[src/rtl/soc_rst_pkg.sv]
// -----------------------------------------------------------------------------
// soc_rst_pkg
// Shared definitions for the SoC reset sequencer.
//   rst_state_e     : sequencer state, encoding visible on state_o for debug
//   SOC_RST_MAX_DOM : largest supported number of sequenced reset domains
// -----------------------------------------------------------------------------
package soc_rst_pkg;

   localparam int SOC_RST_MAX_DOM = 16;

   typedef enum logic [2:0] {
      RST_RESET     = 3'd0,
      RST_LOCK_WAIT = 3'd1,
      RST_MEM_INIT  = 3'd2,
      RST_RELEASE   = 3'd3,
      RST_RUN       = 3'd4
   } rst_state_e;

endpackage

[src/rtl/rst_pulse_stretch.sv]
// -----------------------------------------------------------------------------
// rst_pulse_stretch
// Software reset logic for one domain while the sequencer is in RUN. A request
// asserts the domain reset on the next edge. The reset is held for at least
// MIN_PULSE cycles and for as long as the request stays high.
// The domain reset flop lives in the parent; this block only proposes its next
// value and keeps the minimum-pulse counter.
// Ports:
//   clk_i    : clock
//   srst_i   : synchronous active-high reset
//   run_i    : sequencer stays in RUN across this edge; low clears the counter
//   req_i    : software reset request level for this domain
//   rst_q_i  : current registered domain reset
//   rst_d_o  : next domain reset value, valid while run_i is high
// -----------------------------------------------------------------------------
module rst_pulse_stretch #(
   parameter int MIN_PULSE = 8
) (
   input  logic clk_i,
   input  logic srst_i,
   input  logic run_i,
   input  logic req_i,
   input  logic rst_q_i,
   output logic rst_d_o
);

   localparam int CNT_W = $clog2(MIN_PULSE + 1);

   logic [CNT_W-1:0] cnt_q;
   logic [CNT_W-1:0] cnt_d;
   logic             min_met;

   // The counter holds the number of cycles the reset has been asserted,
   // saturating at MIN_PULSE.
   assign min_met = (cnt_q >= CNT_W'(MIN_PULSE));

   always_comb begin
      cnt_d   = cnt_q;
      rst_d_o = rst_q_i;
      if (!run_i) begin
         cnt_d = '0;
      end else if (!rst_q_i) begin
         // Asserting edge counts as the first cycle of the pulse.
         rst_d_o = req_i;
         cnt_d   = req_i ? CNT_W'(1) : '0;
      end else if (min_met && !req_i) begin
         rst_d_o = 1'b0;
      end else if (!min_met) begin
         cnt_d = cnt_q + CNT_W'(1);
      end
   end

   always_ff @(posedge clk_i) begin
      if (srst_i) begin
         cnt_q <= '0;
      end else begin
         cnt_q <= cnt_d;
      end
   end

endmodule

[src/rtl/soc_rst_sequencer.sv]
// -----------------------------------------------------------------------------
// soc_rst_sequencer
// SoC reset sequencer: filters PLL lock, releases the memory controller and
// waits for calibration (with timeout), then releases N_DOM reset domains in
// order with RELEASE_GAP spacing. In RUN, software may pulse individual
// domains or restart the whole release sequence.
// Ports:
//   soc_clk       : sole clock
//   sys_rst       : synchronous active-high reset
//   pll_locked_i  : PLL lock (synchronised)
//   calib_done_i  : memory calibration done (synchronised)
//   sw_rst_req_i  : per-domain software reset request levels
//   sw_rst_all_i  : pulse restarting the domain release sequence
//   mem_rst_o     : memory controller reset, active high
//   dom_rst_o     : domain resets, active high
//   seq_done_o    : high in RUN
//   timeout_o     : sticky calibration timeout flag
//   state_o       : current state encoding
// -----------------------------------------------------------------------------
module soc_rst_sequencer
   import soc_rst_pkg::*;
#(
   parameter int N_DOM         = 4,
   parameter int LOCK_FILT     = 16,
   parameter int RELEASE_GAP   = 64,
   parameter int CALIB_TIMEOUT = 1048576,
   parameter int MIN_PULSE     = 8
) (
   input  logic             soc_clk,
   input  logic             sys_rst,
   input  logic             pll_locked_i,
   input  logic             calib_done_i,
   input  logic [N_DOM-1:0] sw_rst_req_i,
   input  logic             sw_rst_all_i,
   output logic             mem_rst_o,
   output logic [N_DOM-1:0] dom_rst_o,
   output logic             seq_done_o,
   output logic             timeout_o,
   output logic [2:0]       state_o
);

   localparam int FILT_W  = $clog2(LOCK_FILT + 1);
   // Gap and calibration wait never run at the same time, so they share one
   // counter sized for the larger of the two.
   localparam int CNT_MAX = (RELEASE_GAP > CALIB_TIMEOUT) ? RELEASE_GAP : CALIB_TIMEOUT;
   localparam int CNT_W   = $clog2(CNT_MAX + 1);
   // Index sized for the largest supported domain count.
   localparam int IDX_W   = $clog2(SOC_RST_MAX_DOM);

   rst_state_e       state_q;
   logic [FILT_W-1:0] filt_q;
   logic [CNT_W-1:0]  cnt_q;
   logic [IDX_W-1:0]  idx_q;
   logic              mem_rst_q;
   logic [N_DOM-1:0]  dom_rst_q;
   logic              seq_done_q;
   logic              timeout_q;

   logic              lock_lost;
   logic              restart_all;
   logic              run_keep;
   logic [N_DOM-1:0]  dom_run_d;

   // Lock loss outranks every other event; a restart only applies once the
   // memory controller is up.
   assign lock_lost   = !pll_locked_i &&
                        ((state_q == RST_MEM_INIT) || (state_q == RST_RELEASE) ||
                         (state_q == RST_RUN));
   assign restart_all = sw_rst_all_i &&
                        ((state_q == RST_RELEASE) || (state_q == RST_RUN));
   // Stretchers only act on edges where RUN is kept; leaving RUN clears them.
   assign run_keep    = (state_q == RST_RUN) && !lock_lost && !restart_all;

   for (genvar gi = 0; gi < N_DOM; gi++) begin : g_dom
      rst_pulse_stretch #(
         .MIN_PULSE (MIN_PULSE)
      ) u_stretch (
         .clk_i   (soc_clk),
         .srst_i  (sys_rst),
         .run_i   (run_keep),
         .req_i   (sw_rst_req_i[gi]),
         .rst_q_i (dom_rst_q[gi]),
         .rst_d_o (dom_run_d[gi])
      );
   end

   always_ff @(posedge soc_clk) begin
      if (sys_rst) begin
         state_q    <= RST_RESET;
         filt_q     <= '0;
         cnt_q      <= '0;
         idx_q      <= '0;
         mem_rst_q  <= 1'b1;
         dom_rst_q  <= '1;
         seq_done_q <= 1'b0;
         timeout_q  <= 1'b0;
      end else if (lock_lost) begin
         state_q    <= RST_LOCK_WAIT;
         filt_q     <= '0;
         cnt_q      <= '0;
         idx_q      <= '0;
         mem_rst_q  <= 1'b1;
         dom_rst_q  <= '1;
         seq_done_q <= 1'b0;
      end else if (restart_all) begin
         // Also wins over a release landing on this same edge.
         state_q    <= RST_RELEASE;
         cnt_q      <= '0;
         idx_q      <= '0;
         dom_rst_q  <= '1;
         seq_done_q <= 1'b0;
      end else begin
         case (state_q)
            RST_RESET: begin
               state_q <= RST_LOCK_WAIT;
               filt_q  <= '0;
            end
            RST_LOCK_WAIT: begin
               // Lock is accepted on the sample after the filter is full.
               if (!pll_locked_i) begin
                  filt_q <= '0;
               end else if (filt_q == FILT_W'(LOCK_FILT)) begin
                  state_q   <= RST_MEM_INIT;
                  mem_rst_q <= 1'b0;
                  cnt_q     <= '0;
               end else begin
                  filt_q <= filt_q + FILT_W'(1);
               end
            end
            RST_MEM_INIT: begin
               if (calib_done_i) begin
                  state_q <= RST_RELEASE;
                  cnt_q   <= '0;
                  idx_q   <= '0;
               end else if (cnt_q == CNT_W'(CALIB_TIMEOUT - 1)) begin
                  timeout_q <= 1'b1;
                  state_q   <= RST_RELEASE;
                  cnt_q     <= '0;
                  idx_q     <= '0;
               end else begin
                  cnt_q <= cnt_q + CNT_W'(1);
               end
            end
            RST_RELEASE: begin
               if (cnt_q == CNT_W'(RELEASE_GAP - 1)) begin
                  cnt_q            <= '0;
                  dom_rst_q[idx_q] <= 1'b0;
                  if (idx_q == IDX_W'(N_DOM - 1)) begin
                     state_q    <= RST_RUN;
                     seq_done_q <= 1'b1;
                  end else begin
                     idx_q <= idx_q + IDX_W'(1);
                  end
               end else begin
                  cnt_q <= cnt_q + CNT_W'(1);
               end
            end
            RST_RUN: begin
               dom_rst_q <= dom_run_d;
            end
            default: begin
               // Unused encodings recover through a full restart.
               state_q    <= RST_RESET;
               filt_q     <= '0;
               cnt_q      <= '0;
               idx_q      <= '0;
               mem_rst_q  <= 1'b1;
               dom_rst_q  <= '1;
               seq_done_q <= 1'b0;
            end
         endcase
      end
   end

   assign mem_rst_o  = mem_rst_q;
   assign dom_rst_o  = dom_rst_q;
   assign seq_done_o = seq_done_q;
   assign timeout_o  = timeout_q;
   assign state_o    = state_q;

endmodule

[config.mk]
export PLATFORM = sky130hd
export DESIGN_NAME = soc_rst_sequencer
export DESIGN_NICKNAME = d
export VERILOG_FILES = /design/src/rtl/soc_rst_pkg.sv /design/src/rtl/rst_pulse_stretch.sv /design/src/rtl/soc_rst_sequencer.sv
export SDC_FILE = /design/constraint.sdc
export NUM_CORES = 1
export LEC_CHECK = 0
export CAP_MARGIN = 20
export CORE_UTILIZATION = 60
export DETAILED_ROUTE_END_ITERATION = 16
export DONT_BUFFER_PORTS = 1
export PLACE_DENSITY = 0.76
export SLEW_MARGIN = 30
export SYNTH_ARGS = -nofsm -noshare
export SYNTH_HDL_FRONTEND = slang
export SYNTH_SLANG_ARGS = --single-unit
export TNS_END_PERCENT = 30
[constraint.sdc]
create_clock -name soc_clk -period 2.6 [get_ports soc_clk]
set_input_delay 0.39 -clock soc_clk [delete_from_list [all_inputs] [get_ports soc_clk]]
set_output_delay 0.39 -clock soc_clk [all_outputs]
set_load 0.01 [all_outputs]
======== After elaboration in Yosys (flattened, before gate mapping) ========
Index checks and enable logic that the tools add are counted.
storage, ports and cells
  bits in registers ....................... 56
  bits of input ports ..................... 9
cells by class
  magnitude comparators ................... 6
  $add $sub $neg .......................... 7
  bitwise logic cells ..................... 13
  multiplexer cells ....................... 61
  reductions and logical operators ........ 43
  equality and inequality tests ........... 36
operators with widths
  cell                                                                count
  21-bit two-way mux                                                  5
  21-bit one-hot mux with 4 select lines                              1
  4-bit two-way mux                                                   17
  2-bit != test (second input constant)                               12
  4-bit one-hot mux with 3 select lines                               2
  1-bit two-way mux                                                   22
  21-bit by 1-bit adder with 21-bit output (second input constant)    1
  21-bit by 20-bit == test with 1-bit output (second input constant)  1
  21-bit by 6-bit == test with 1-bit output (second input constant)   1
  4-bit by 1-bit adder with 4-bit output (second input constant)      5
  3-bit two-way mux                                                   6
  6-bit AND reduction                                                 3
  4-bit >= comparator (second input constant)                         4
  3-bit one-hot mux with 5 select lines                               1
  3-bit != test (second input constant)                               4
  4-bit by 3-bit != test with 1-bit output (second input constant)    3
  3-bit AND reduction                                                 4
  3-bit OR reduction                                                  4
  1-bit NOT                                                           11
  5-bit two-way mux                                                   2
  5-bit one-hot mux with 2 select lines                               1
  1-bit logical AND                                                   9
  3-bit by 2-bit != test with 1-bit output (second input constant)    3
  4-bit != test (second input constant)                               2
  other kinds (23)                                                    42

======== Logic depth before layout (Yosys ltp) ========
  depth in word-level cells ............... 9
  gate-level depth with buffers ........... 8
  mapped depth without buffers ............ 7

======== Cells and area by module ========
From an unflattened synthesis, not the netlist that was laid out.
unflattened totals
  cells, all modules ...................... 356
  area total of the unflattened synthesis .. 3071.7 um^2
by module, submodules not included
  module             area an instance (um^2)  times used  seq. area each (um^2)  cells each
  soc_rst_sequencer  2260.9                   1           800.8                  272
  rst_pulse_stretch  202.7                    4           80.1                   21

======== Least setup slack after synthesis ========
OpenSTA, ideal clock, no wires.
  path type ............................... reg-to-reg
  start point ............................. register cnt_q[6]
  end point ............................... register cnt_q[6]
  data required time ...................... 2.486 ns
  buffers on the path ..................... 2
  path slack .............................. 0.335 ns
  arrival time ............................ 2.151 ns
  period minus slack after synthesis ...... 2.265 ns
  cell stages (with the launch flop) ...... 8
  library setup time ...................... 0.114 ns
  cell sequence ........................... dfxtp_1 nand4_4 or4_4 o31a_1 buf_6 o31ai_4 buf_6 nor2_1
on the way
  cells in the longest elaborated chain, start to end .. 4
  elaborated cells on any way between the ends .. 7
RTL lines
  what                                                                                                           RTL line                                                                      source
  start, declared                                                                                                soc_rst_sequencer.sv:52                                                       logic [CNT_W-1:0] cnt_q;
  start signal, assigned                                                                                         soc_rst_sequencer.sv:141                                                      cnt_q <= cnt_q + CNT_W'(1);
  start signal, assigned                                                                                         soc_rst_sequencer.sv:155                                                      cnt_q <= cnt_q + CNT_W'(1);
  21-bit by 1-bit adder with 21-bit output / 21-bit by 20-bit == test with 1-bit output (equally long branches)  soc_rst_sequencer.sv:141, soc_rst_sequencer.sv:155, soc_rst_sequencer.sv:135
  21-bit two-way mux                                                                                             soc_rst_sequencer.sv:135                                                      end else if (cnt_q == CNT_W'(CALIB_TIMEOUT - 1)) begin
  21-bit two-way mux                                                                                             soc_rst_sequencer.sv:131                                                      if (calib_done_i) begin
  21-bit one-hot mux with 4 select lines *                                                                       soc_rst_sequencer.sv:113                                                      case (state_q)
Mark *: on every way between the ends. The rest lies on a longest branch, timed or not.
A chain may end at the register's enable or synchronous reset.

======== Worst setup path in the final report ========
  start point ............................. register cnt_q[7]
  end point ............................... register idx_q[0]
on the way
  cells in the longest elaborated chain, start to end .. 3
  elaborated cells on any way between the ends .. 5
RTL lines
  what                                                                                                                          RTL line                                            source
  21-bit by 20-bit == test with 1-bit output / 21-bit by 6-bit == test with 1-bit output (equally long branches)                soc_rst_sequencer.sv:135, soc_rst_sequencer.sv:145
  3-bit by 2-bit != test with 1-bit output (no source line) / 2-bit by 1-bit != test with 1-bit output (equally long branches)  n/a
  4-bit AND reduction (no source line) *                                                                                        n/a
  end signal, assigned                                                                                                          soc_rst_sequencer.sv:152                            idx_q <= idx_q + IDX_W'(1);
  end, declared                                                                                                                 soc_rst_sequencer.sv:53                             logic [IDX_W-1:0] idx_q;
Marks and branches as above.

==> impl_metrics.env <==
export IMPL_fin_ws_ns=0.186
export IMPL_cts_root_buf="clkbuf_8"
export IMPL_grt_pass1_vias=2157
export IMPL_routed_wl_um=5760
export IMPL_utilization_pct=66.2
export IMPL_via_per_inst=5.80
export IMPL_fin_skew_ns=0.00985
export IMPL_die_y_um=72.4
export IMPL_worstSkewPairLatency_ns=0.31
export IMPL_yosysTopAreaCell="dfxtp_1"
export IMPL_core_area_mm2=0.00475
export IMPL_p_total_mw=1.47
export IMPL_antenna_found_initial=0
export IMPL_power_leakage_nw=1.16
export IMPL_cts_htree_levels=2
export IMPL_synthArstFlopShare_pct=0
export IMPL_grt_use_total_pct=23.3
export IMPL_cts_tree="yes"
export IMPL_synth_cells=349
export IMPL_gp_congestion=0.834
export IMPL_die_area_mm2=0.00524
export IMPL_synthTopCellsByArea="dfxtp_1 (38%), ha_1 (5.9%), nor2_1 (5.7%)"
export IMPL_grt_pass1_wl_um=9750
export IMPL_setup_viol_count_final=0
export IMPL_dp_slack_ns=0.215
export IMPL_synth_cell_types=56
export IMPL_grt_max_degree=20
export IMPL_placed_cells=409
export IMPL_io_buffers=0
export IMPL_firstDrtPassIters=4
export IMPL_worstPathRequired_ns=2.85
export IMPL_slew_viol_final=0
export IMPL_grt_overflow_total=0
export IMPL_hold_path_class="in -> reg"
export IMPL_finalNetCount=372
export IMPL_ys_seq_area_share_pct=37.7
export IMPL_routedWlPerCell_um=13.8
export IMPL_fill_cells=404
export IMPL_clock_sinks=56
export IMPL_fmax_mhz=414
export IMPL_final_cell_area_mm2=0.00315
export IMPL_cp_end_kind="flop"
export IMPL_synth_edff_count=0
export IMPL_crit_type="reg -> reg"
export IMPL_setup_tns_ns=0
export IMPL_drive_above_1_share_pct=9.71
export IMPL_holdWs_ns=0.137
export IMPL_final_common_cell="dfxtp_1"
export IMPL_relSlewSlack_pct=69.6
export IMPL_cp_data_arrival_time_ns=2.66
export IMPL_drv_cap=0
export IMPL_post_cts_setup_buffer_count=0
export IMPL_start_util_pct=62.5
export IMPL_irDropWorstVdd_mv=0.264
export IMPL_synth_top_area_share_pct=37.7
export IMPL_holdBufCountCts=0
export IMPL_diodes=0
export IMPL_std_cell_rows=25
export IMPL_syn_area_mm2=0.00297
export IMPL_synth_nets=372
export IMPL_synth_ff_latch_count=56
export IMPL_status="complete, no violations"
export IMPL_fin_crit_ns=2.41
export IMPL_num_vias=2418
export IMPL_die_width_um=72.4
export IMPL_drt_iter0_drc=166
export IMPL_drtAntennaViolNets=0
export IMPL_place_area_mm2=0.00303
export IMPL_period_share_pct=92.8
export IMPL_dpl_hpwl_um=4100
export IMPL_avgSynthCellArea_um2=8.52
export IMPL_cp_start_kind="flop"
export IMPL_pin_count=19
export IMPL_power_density_mw_per_mm2=467
export IMPL_final_cell_mix="dfxtp_1 (56), nor2_1 (45), o21ai_0 (25)"
export IMPL_synth_flop_cell="dfxtp_1"
export IMPL_cts_made_buffers=5
export IMPL_finalHoldViolations=0
export IMPL_cts_reportedPaths_clkPinSlew_ns=0.10
export IMPL_ys_warn_count=0
export IMPL_cp_max_fo=10
export IMPL_cts_resized=0
export IMPL_drc=0
export IMPL_rsz0062_at_grt="false"
export IMPL_final_cell_count_no_fill=417
export IMPL_syn_to_final_growth_pct=5.93
export IMPL_clockBufferDepth=2
export IMPL_worstMarginPinSlew_ns=0.456
## routing by layer
layer | GRT usage, % | share of wire, %
met5 | 0 | 0
met4 | 6.75 | 1.1
met3 | 5.28 | 4.5
met2 | 36.6 | 45
met1 | 32.1 | 50
## logic make-up (layout without fill, tap and decap cells)
group | count (synthesis) | count (layout) | share of synthesized area, %
XOR/XNOR | 25 | 25 | 7.37
flip-flops | 56 | 56 | 37.7
AND/OR/NAND/NOR | 136 | 136 | 24.7
AO/OA/AOI/OAI | 76 | 76 | 16.1
adder cells (fa/ha/maj) | 14 | 14 | 5.89
buffers and inverters | 33 | 34 | 5.18
multiplexers | 9 | 9 | 3.07
## critical path, stage by stage, from the launching register on
cell and delay, ns:
dfxtp_1 0.45, nand4_4 0.17, or4_4 0.60, o31a_1 0.44, or4_1 0.54, a21oi_1 0.15
## path summary, 6_finish.rpt
kind,from,endpoint,slack (ns),cells after the start
max,cnt_q[7]$_SDFFE_PP0P_,idx_q[0]$_SDFFE_PP0P_,0.19,5
min,sys_rst,timeout_o$_SDFFE_PP0P_,0.14,1
max reg2reg,cnt_q[7]$_SDFFE_PP0P_,idx_q[0]$_SDFFE_PP0P_,0.19,5
min reg2reg,seq_done_o$_SDFFE_PP0P_,seq_done_o$_SDFFE_PP0P_,0.50,2
## layout make-up
class	count	area (um2)	area share, %
Clock inverter	3	46.3	1.47
Sequential cell	56	1120	35.6
Timing Repair Buffer	9	67.6	2.15
Inverter	17	63.8	2.03
Clock buffer	5	68.8	2.19
Tap cell	67	83.8	2.66
Multi-Input combinational cell	260	1700	53.9
## synth_stat cells, types with 4 or more instances
| library cell | instances |
|---|---|
| buf_4 | 4 |
| clkbuf_1 | 9 |
| xor2_1 | 16 |
| o21ai_0 | 25 |
| nor2_1 | 45 |
| nor2b_1 | 7 |
| mux2i_1 | 8 |
| inv_1 | 17 |
| xnor2_1 | 9 |
| nand4_1 | 12 |
| nor4_1 | 4 |
| ha_1 | 14 |
| nor3_1 | 7 |
| and3_1 | 6 |
| a31oi_1 | 10 |
| nand2_1 | 20 |
| a21oi_1 | 19 |
| nand3_1 | 10 |
| dfxtp_1 | 56 |
## flip-flops by register name, summed over array words and instances (netlist names)
register               cells
cnt_q                     21
mem_rst_o                  1
state_o                    3
g_dom.u_stretch.cnt_q     16
filt_q                     5
dom_rst_o                  4
seq_done_o                 1
idx_q                      4
timeout_o                  1
## power by group
part	leakage, nW	switching, mW	internal (mW)
Clock	0.0548	0.288	0.290
Combinational	0.658	0.0194	0.0124
Sequential	0.452	0.00343	0.859
Power figures use the tool's default switching activity.
